File: src/rtl/main_decoder_pkg.sv
// Shared opcode constants, ALU class encodings and the
// packed control word used by the main decoder.
package main_decoder_pkg;

  localparam logic [3:0] OP_RTYPE = 4'b0000;
  localparam logic [3:0] OP_LW    = 4'b0001;
  localparam logic [3:0] OP_SW    = 4'b0010;
  localparam logic [3:0] OP_BEQ   = 4'b0011;
  localparam logic [3:0] OP_ADDI  = 4'b0100;
  localparam logic [3:0] OP_ANDI  = 4'b1010;
  localparam logic [3:0] OP_NOP   = 4'b1100;
  localparam logic [3:0] OP_J     = 4'b1110;

  typedef enum logic [1:0] {
    ALU_ADD   = 2'b00,
    ALU_SUB   = 2'b01,
    ALU_FUNCT = 2'b10,
    ALU_ANDI  = 2'b11
  } aluop_e;

  typedef struct packed {
    logic   memread;
    logic   memwrite;
    logic   branch;
    logic   alusrc;
    logic   regdst;
    logic   regwrite;
    aluop_e aluop;
    logic   jump;
    logic   illegal;
  } ctrl_t;

  localparam int CTRL_W = $bits(ctrl_t);

endpackage

File: src/rtl/main_decoder_lut.sv
// Combinational opcode to control-word table; anything not
// listed (including X/Z opcodes) falls to the illegal path.
module main_decoder_lut
  import main_decoder_pkg::*;
(
  input  logic [3:0]        op_i,
  output logic [CTRL_W-1:0] ctrl_o
);

  ctrl_t c;

  always_comb begin
    c = '0;
    case (op_i)
      OP_RTYPE: begin
        c.regwrite = 1'b1;
        c.regdst   = 1'b1;
        c.aluop    = ALU_FUNCT;
      end
      OP_LW: begin
        c.memread  = 1'b1;
        c.regwrite = 1'b1;
        c.alusrc   = 1'b1;
        c.aluop    = ALU_ADD;
      end
      OP_SW: begin
        c.memwrite = 1'b1;
        c.alusrc   = 1'b1;
        c.aluop    = ALU_ADD;
      end
      OP_BEQ: begin
        c.branch = 1'b1;
        c.aluop  = ALU_SUB;
      end
      OP_ADDI: begin
        c.regwrite = 1'b1;
        c.alusrc   = 1'b1;
        c.aluop    = ALU_ADD;
      end
      OP_ANDI: begin
        c.regwrite = 1'b1;
        c.alusrc   = 1'b1;
        c.aluop    = ALU_ANDI;
      end
      OP_NOP: c = '0;
      OP_J:   c.jump = 1'b1;
      default: c.illegal = 1'b1;
    endcase
  end

  assign ctrl_o = c;

endmodule

File: src/rtl/main_decoder.sv
// Registered main control decoder: one-cycle latency,
// every output comes straight from a flop.
module main_decoder
  import main_decoder_pkg::*;
(
  input  logic       clk,
  input  logic       reset,
  input  logic [3:0] op,
  output logic       memread,
  output logic       memwrite,
  output logic       branch,
  output logic       alusrc,
  output logic       regdst,
  output logic       regwrite,
  output logic [1:0] aluop,
  output logic       jump,
  output logic       illegal
);

  logic [CTRL_W-1:0] lut_w;
  ctrl_t             ctrl_d;
  ctrl_t             ctrl_q;

  main_decoder_lut u_lut (
    .op_i   (op),
    .ctrl_o (lut_w)
  );

  assign ctrl_d = ctrl_t'(lut_w);

  always_ff @(posedge clk or posedge reset) begin
    if (reset) begin
      ctrl_q <= '0;
    end else begin
      ctrl_q <= ctrl_d;
    end
  end

  assign memread  = ctrl_q.memread;
  assign memwrite = ctrl_q.memwrite;
  assign branch   = ctrl_q.branch;
  assign alusrc   = ctrl_q.alusrc;
  assign regdst   = ctrl_q.regdst;
  assign regwrite = ctrl_q.regwrite;
  assign aluop    = ctrl_q.aluop;
  assign jump     = ctrl_q.jump;
  assign illegal  = ctrl_q.illegal;

endmodule

File: config.mk
export PLATFORM = sky130hd
export DESIGN_NAME = main_decoder
export DESIGN_NICKNAME = d
export VERILOG_FILES = /design/src/rtl/main_decoder_pkg.sv /design/src/rtl/main_decoder_lut.sv /design/src/rtl/main_decoder.sv
export SDC_FILE = /design/constraint.sdc
export NUM_CORES = 1
export LEC_CHECK = 0
export BUFFER_PORTS_ARGS = -buffer_cell sky130_fd_sc_hd__buf_4
export CORE_AREA = 3 3 40 42
export DETAILED_ROUTE_END_ITERATION = 16
export DIE_AREA = 0 0 43 45
export SLEW_MARGIN = 25
export SYNTH_ARGS = -nofsm -noshare
export SYNTH_HDL_FRONTEND = slang
export SYNTH_SLANG_ARGS = --single-unit
File: constraint.sdc
create_clock -name clk -period 0.8 [get_ports clk]
set_input_delay 0.24 -clock clk [delete_from_list [all_inputs] [get_ports clk]]
set_output_delay 0.24 -clock clk [all_outputs]
set_load 0.005 [all_outputs]
# Word level (Yosys, flattened, before mapping)
# Index checks and enable logic that the tools add are counted.
# word_totals
reg_bits	10
wordCells	29
output_inout_bits	10
in_bits	6
# classes
reduce_logical	4
eq_ne	7
mux	9
# op_table
cell	count
== test 4 bit (second input constant)	3
== test 4 x 2 -> 1 bit (second input constant)	2
two-way mux 1 bit	8
OR reduction 4 bit	2
OR reduction 8 bit	1
case mux 2 bit (3 select lines)	1
== test 4 x 1 -> 1 bit (second input constant)	1
== test 4 x 3 -> 1 bit (second input constant)	1
zero test 4 bit	1

# Depth between registers and ports, before layout
# depth
ltp_word	3
mapped_depth	3
depth_no_buf	2

# Cells and area by module
# Synthesis repeated with hierarchy kept, for this count alone.
# hier_totals
hier_cells	34
area_unflattened_um2	446.7
# modules_own_cells
module	seq_area_each_um2	cells_per_inst	area_each_um2	instances
main_decoder	250.2	11	254.0	1
main_decoder_lut	0.0	23	192.7	1

# Worst setup path after synthesis
# OpenSTA, ideal clock, no wires.
# synth_path
path_type	input to register
from	input port op[0]
to	register ctrl_q (netlist bit alusrc)
stages	3
n_path_buf	1
setup_ns	0.121
arrival_ns	0.678
required_ns	0.679
setup_slack_ns	0.001
path_cell_list	buf_6 xor2_1 a22o_1
# synth_lines
element	line	text
start, declared	main_decoder.sv:8	input logic [3:0] op,
end signal, assigned	main_decoder.sv:35	ctrl_q <= ctrl_d;
end, declared	main_decoder.sv:22	ctrl_t ctrl_q;

# Worst setup path after layout
# layout_path
from	register ctrl_q (netlist bit regdst)
to	output port regdst
# layout_lines
element	line	text
end, declared	main_decoder.sv:13	output logic regdst,
# No word-level cell between the ends.

==> qor.txt <==
Residual DRC - 0
Post-synthesis mux area share - 2.33%
Fin crit period - 0.990 ns
Max VDD drop - 0.000587 V
Sequential cell area - 250 µm²
CP delay by family, top - flip-flops
Fin. max-slew vios - 0
Worst EP arrival - 0.75 ns
Failing checks - setup timing
Async SR Flop Fraction - 100%
Hold_sp - op[3]
Post-Syn Nets - 40
Total track usage - 8.06%
Post-synth top area share - 58.3%
Worst path bufs/invs - 1
Area Growth Syn to Fin - 42.3%
Worst setup startpoint - regdst
Simple logic cell fraction of the synthesized area - 16.3%
Fin area - 611 µm²
Yosys top cell by area - dfrtp_1
Number of synthesized flops with an enable pin - 0
Lkg Pwr - 0.298 nW
RSZ-0062 raised after global routing - yes
Cts bufs inserted - 3
Critical-path cell list - buf_6
Io pins - 16
Mapped Cells - 34
Slew margin rel. - 80.9%
Area contributors post-synth - dfrtp_1 58%, xor2_1 6.1%, buf_6 5.2%, nor4b_1 4.1%, buf_4 3.5%
WL/cell - 10.6 µm
Diode count - 0
Synth Flop Type - dfrtp_1
Slew @ Worst Pin - 0.283 ns
Most common cell in the netlist - dfrtp_1
Final hold viol count - 0
Crit Path Max Fanout - 1
Peak Freq - 1010 MHz
Kind of critical path - reg2out
PortBufs - 15
Number of core rows - 13
Synthesized area - 429 µm²
Max-Cap Viols - 0
Routed Antenna Nets - 0
Global-route wire length before repair - 1100 µm
CTS tree - done
Die Height - 45 µm
Synth cell types - 17
Final #Nets - 57
Sequential element share of the synthesized area - 58.3%
Syn Area/Cell - 12.6 µm²
Status - finished, violations left
Fin crit share - 124%
Largest net degree at the start of global routing - 13
Final wirelength - 689 µm
CORE AREA - 1280 µm²
Total die area - 1940 µm²
Synth Area in XOR/XNOR - 6.12%
Setup bufs post-CTS - 0
Layout cells sized above 1 - 44.0%
Routability congestion estimate - 0.722
Root Driver - clkbuf_4
H-Tree Level Count - 1
Initial Utilization - 33.4%
Final setup viols - 10
Largest family of logic cells by synthesized area - simple AND/OR/NAND/NOR gates
Commonest cells in the netlist - 10 x dfrtp_1, 3 x nor2_1, 3 x xor2_1
Detailed-route via count - 285
Hold_ws - 0.222 ns
DPL Wire Length - 506 µm
Post-synthesis adder-cell area fraction - 0%
Post-synthesis register bit count - 10
CTS Buffer Depth - 2
DR iter-0 viols - 1
Multi-input gate area - 134 µm²
Post-route setup slack - -0.190 ns
Synthesis warning total - 0
Sink Count - 10
Crit path capture type - output port
Placed cell areas - 523 µm²
Grt ovf - 0
# fillers - 136
Worst path slowest cell - dfrtp_1
Slowest cell delay on critical path - 0.38 ns
Vias in the first global route - 263
CP required - 0.56 ns
Worst Hold Class - in2reg
1st-pass router iterations - 2
Clk slew on worst S/H paths - 0.06 ns
Vias per cell - 4.38
Antenna violations before repair - 0
Compound-gate portion of the synthesized area - 6.41%
Critical path startpoint category - register
Pwr per Cell Area - 1860 nW/µm²
Die X - 43 µm
[registers in the layout (all words and copies together) (netlist names)]
name / count
memwrite: 1
alusrc: 1
illegal: 1
branch: 1
regwrite: 1
aluop: 2
memread: 1
regdst: 1
jump: 1
[power breakdown]
| part | internal [mW] | switching, mW |
|---|---|---|
| Sequential | 0.529 | 0.0101 |
| Combinational | 0.0898 | 0.0672 |
| Clock | 0.276 | 0.165 |
| Total | 0.895 | 0.243 |
[timing repair]
action,in CTS,in global routing
hold buffers,1,0
setup endpoints to repair,10,20
endpoints found under the hold margin,10,0
resized for setup,10,1
[per-stage QoR]
stage | cells | utilization (%) | power (mW) | TNS, ns | setup WS, ns
2_1_floorplan | 34 | - | 0.631 | 0 | 0.00126
3_3_place_gp | 60 | 40.7 | 0.682 | -0.228 | -0.0776
3_5_place_dp | 60 | 40.7 | 0.683 | -0.213 | -0.0761
4_1_cts | 65 | 47.2 | 1.15 | -1.96 | -0.205
5_1_grt | 65 | 47.5 | 1.19 | -2.12 | -0.224
6_report | 65 | 47.5 | 1.14 | -1.84 | -0.190
[metal layers]
metal  track usage, %  part of all wire, %
met5                0                    0
met4             9.04                  2.0
met3            0.398                   10
met2             12.3                   41
met1             9.67                   46
[placed cells by master, fill, tap and decap left out, drive strengths merged]
cell and count:
inv 1, nor4b 2, nor4 1, a22o 1, mux2i 1, nor3 1
dfrtp 10, dlygate4sd3 1, o22a 1, buf 15, nand2 1, xor2 3
nand3b 1, and3 1, clkbuf 4, and4bb 1, o2bb2ai 1, clkinvlp 1
nor2 3
[worst paths after layout]
check | endpoint | cells past startpoint
max | regdst | 1
min in group asynchronous | regdst | 3
min | regdst | 2
max in group asynchronous | aluop[0] | 3
[cell type report]
cell class,instances,area share [%]
Sequential cell,10,41.0
Timing Repair Buffer,16,26.2
Multi-Input combinational cell,18,21.9
Clock buffer,4,5.94
Tap cell,15,3.07
Inverter,2,1.84
[cells by family after synthesis]
kind of cell	after synthesis
buf+inv	6
simple gates	11
mux	1
compound gates	3
xor+xnor	3
flops	10
Note: power is estimated with default switching activity, not from simulation.
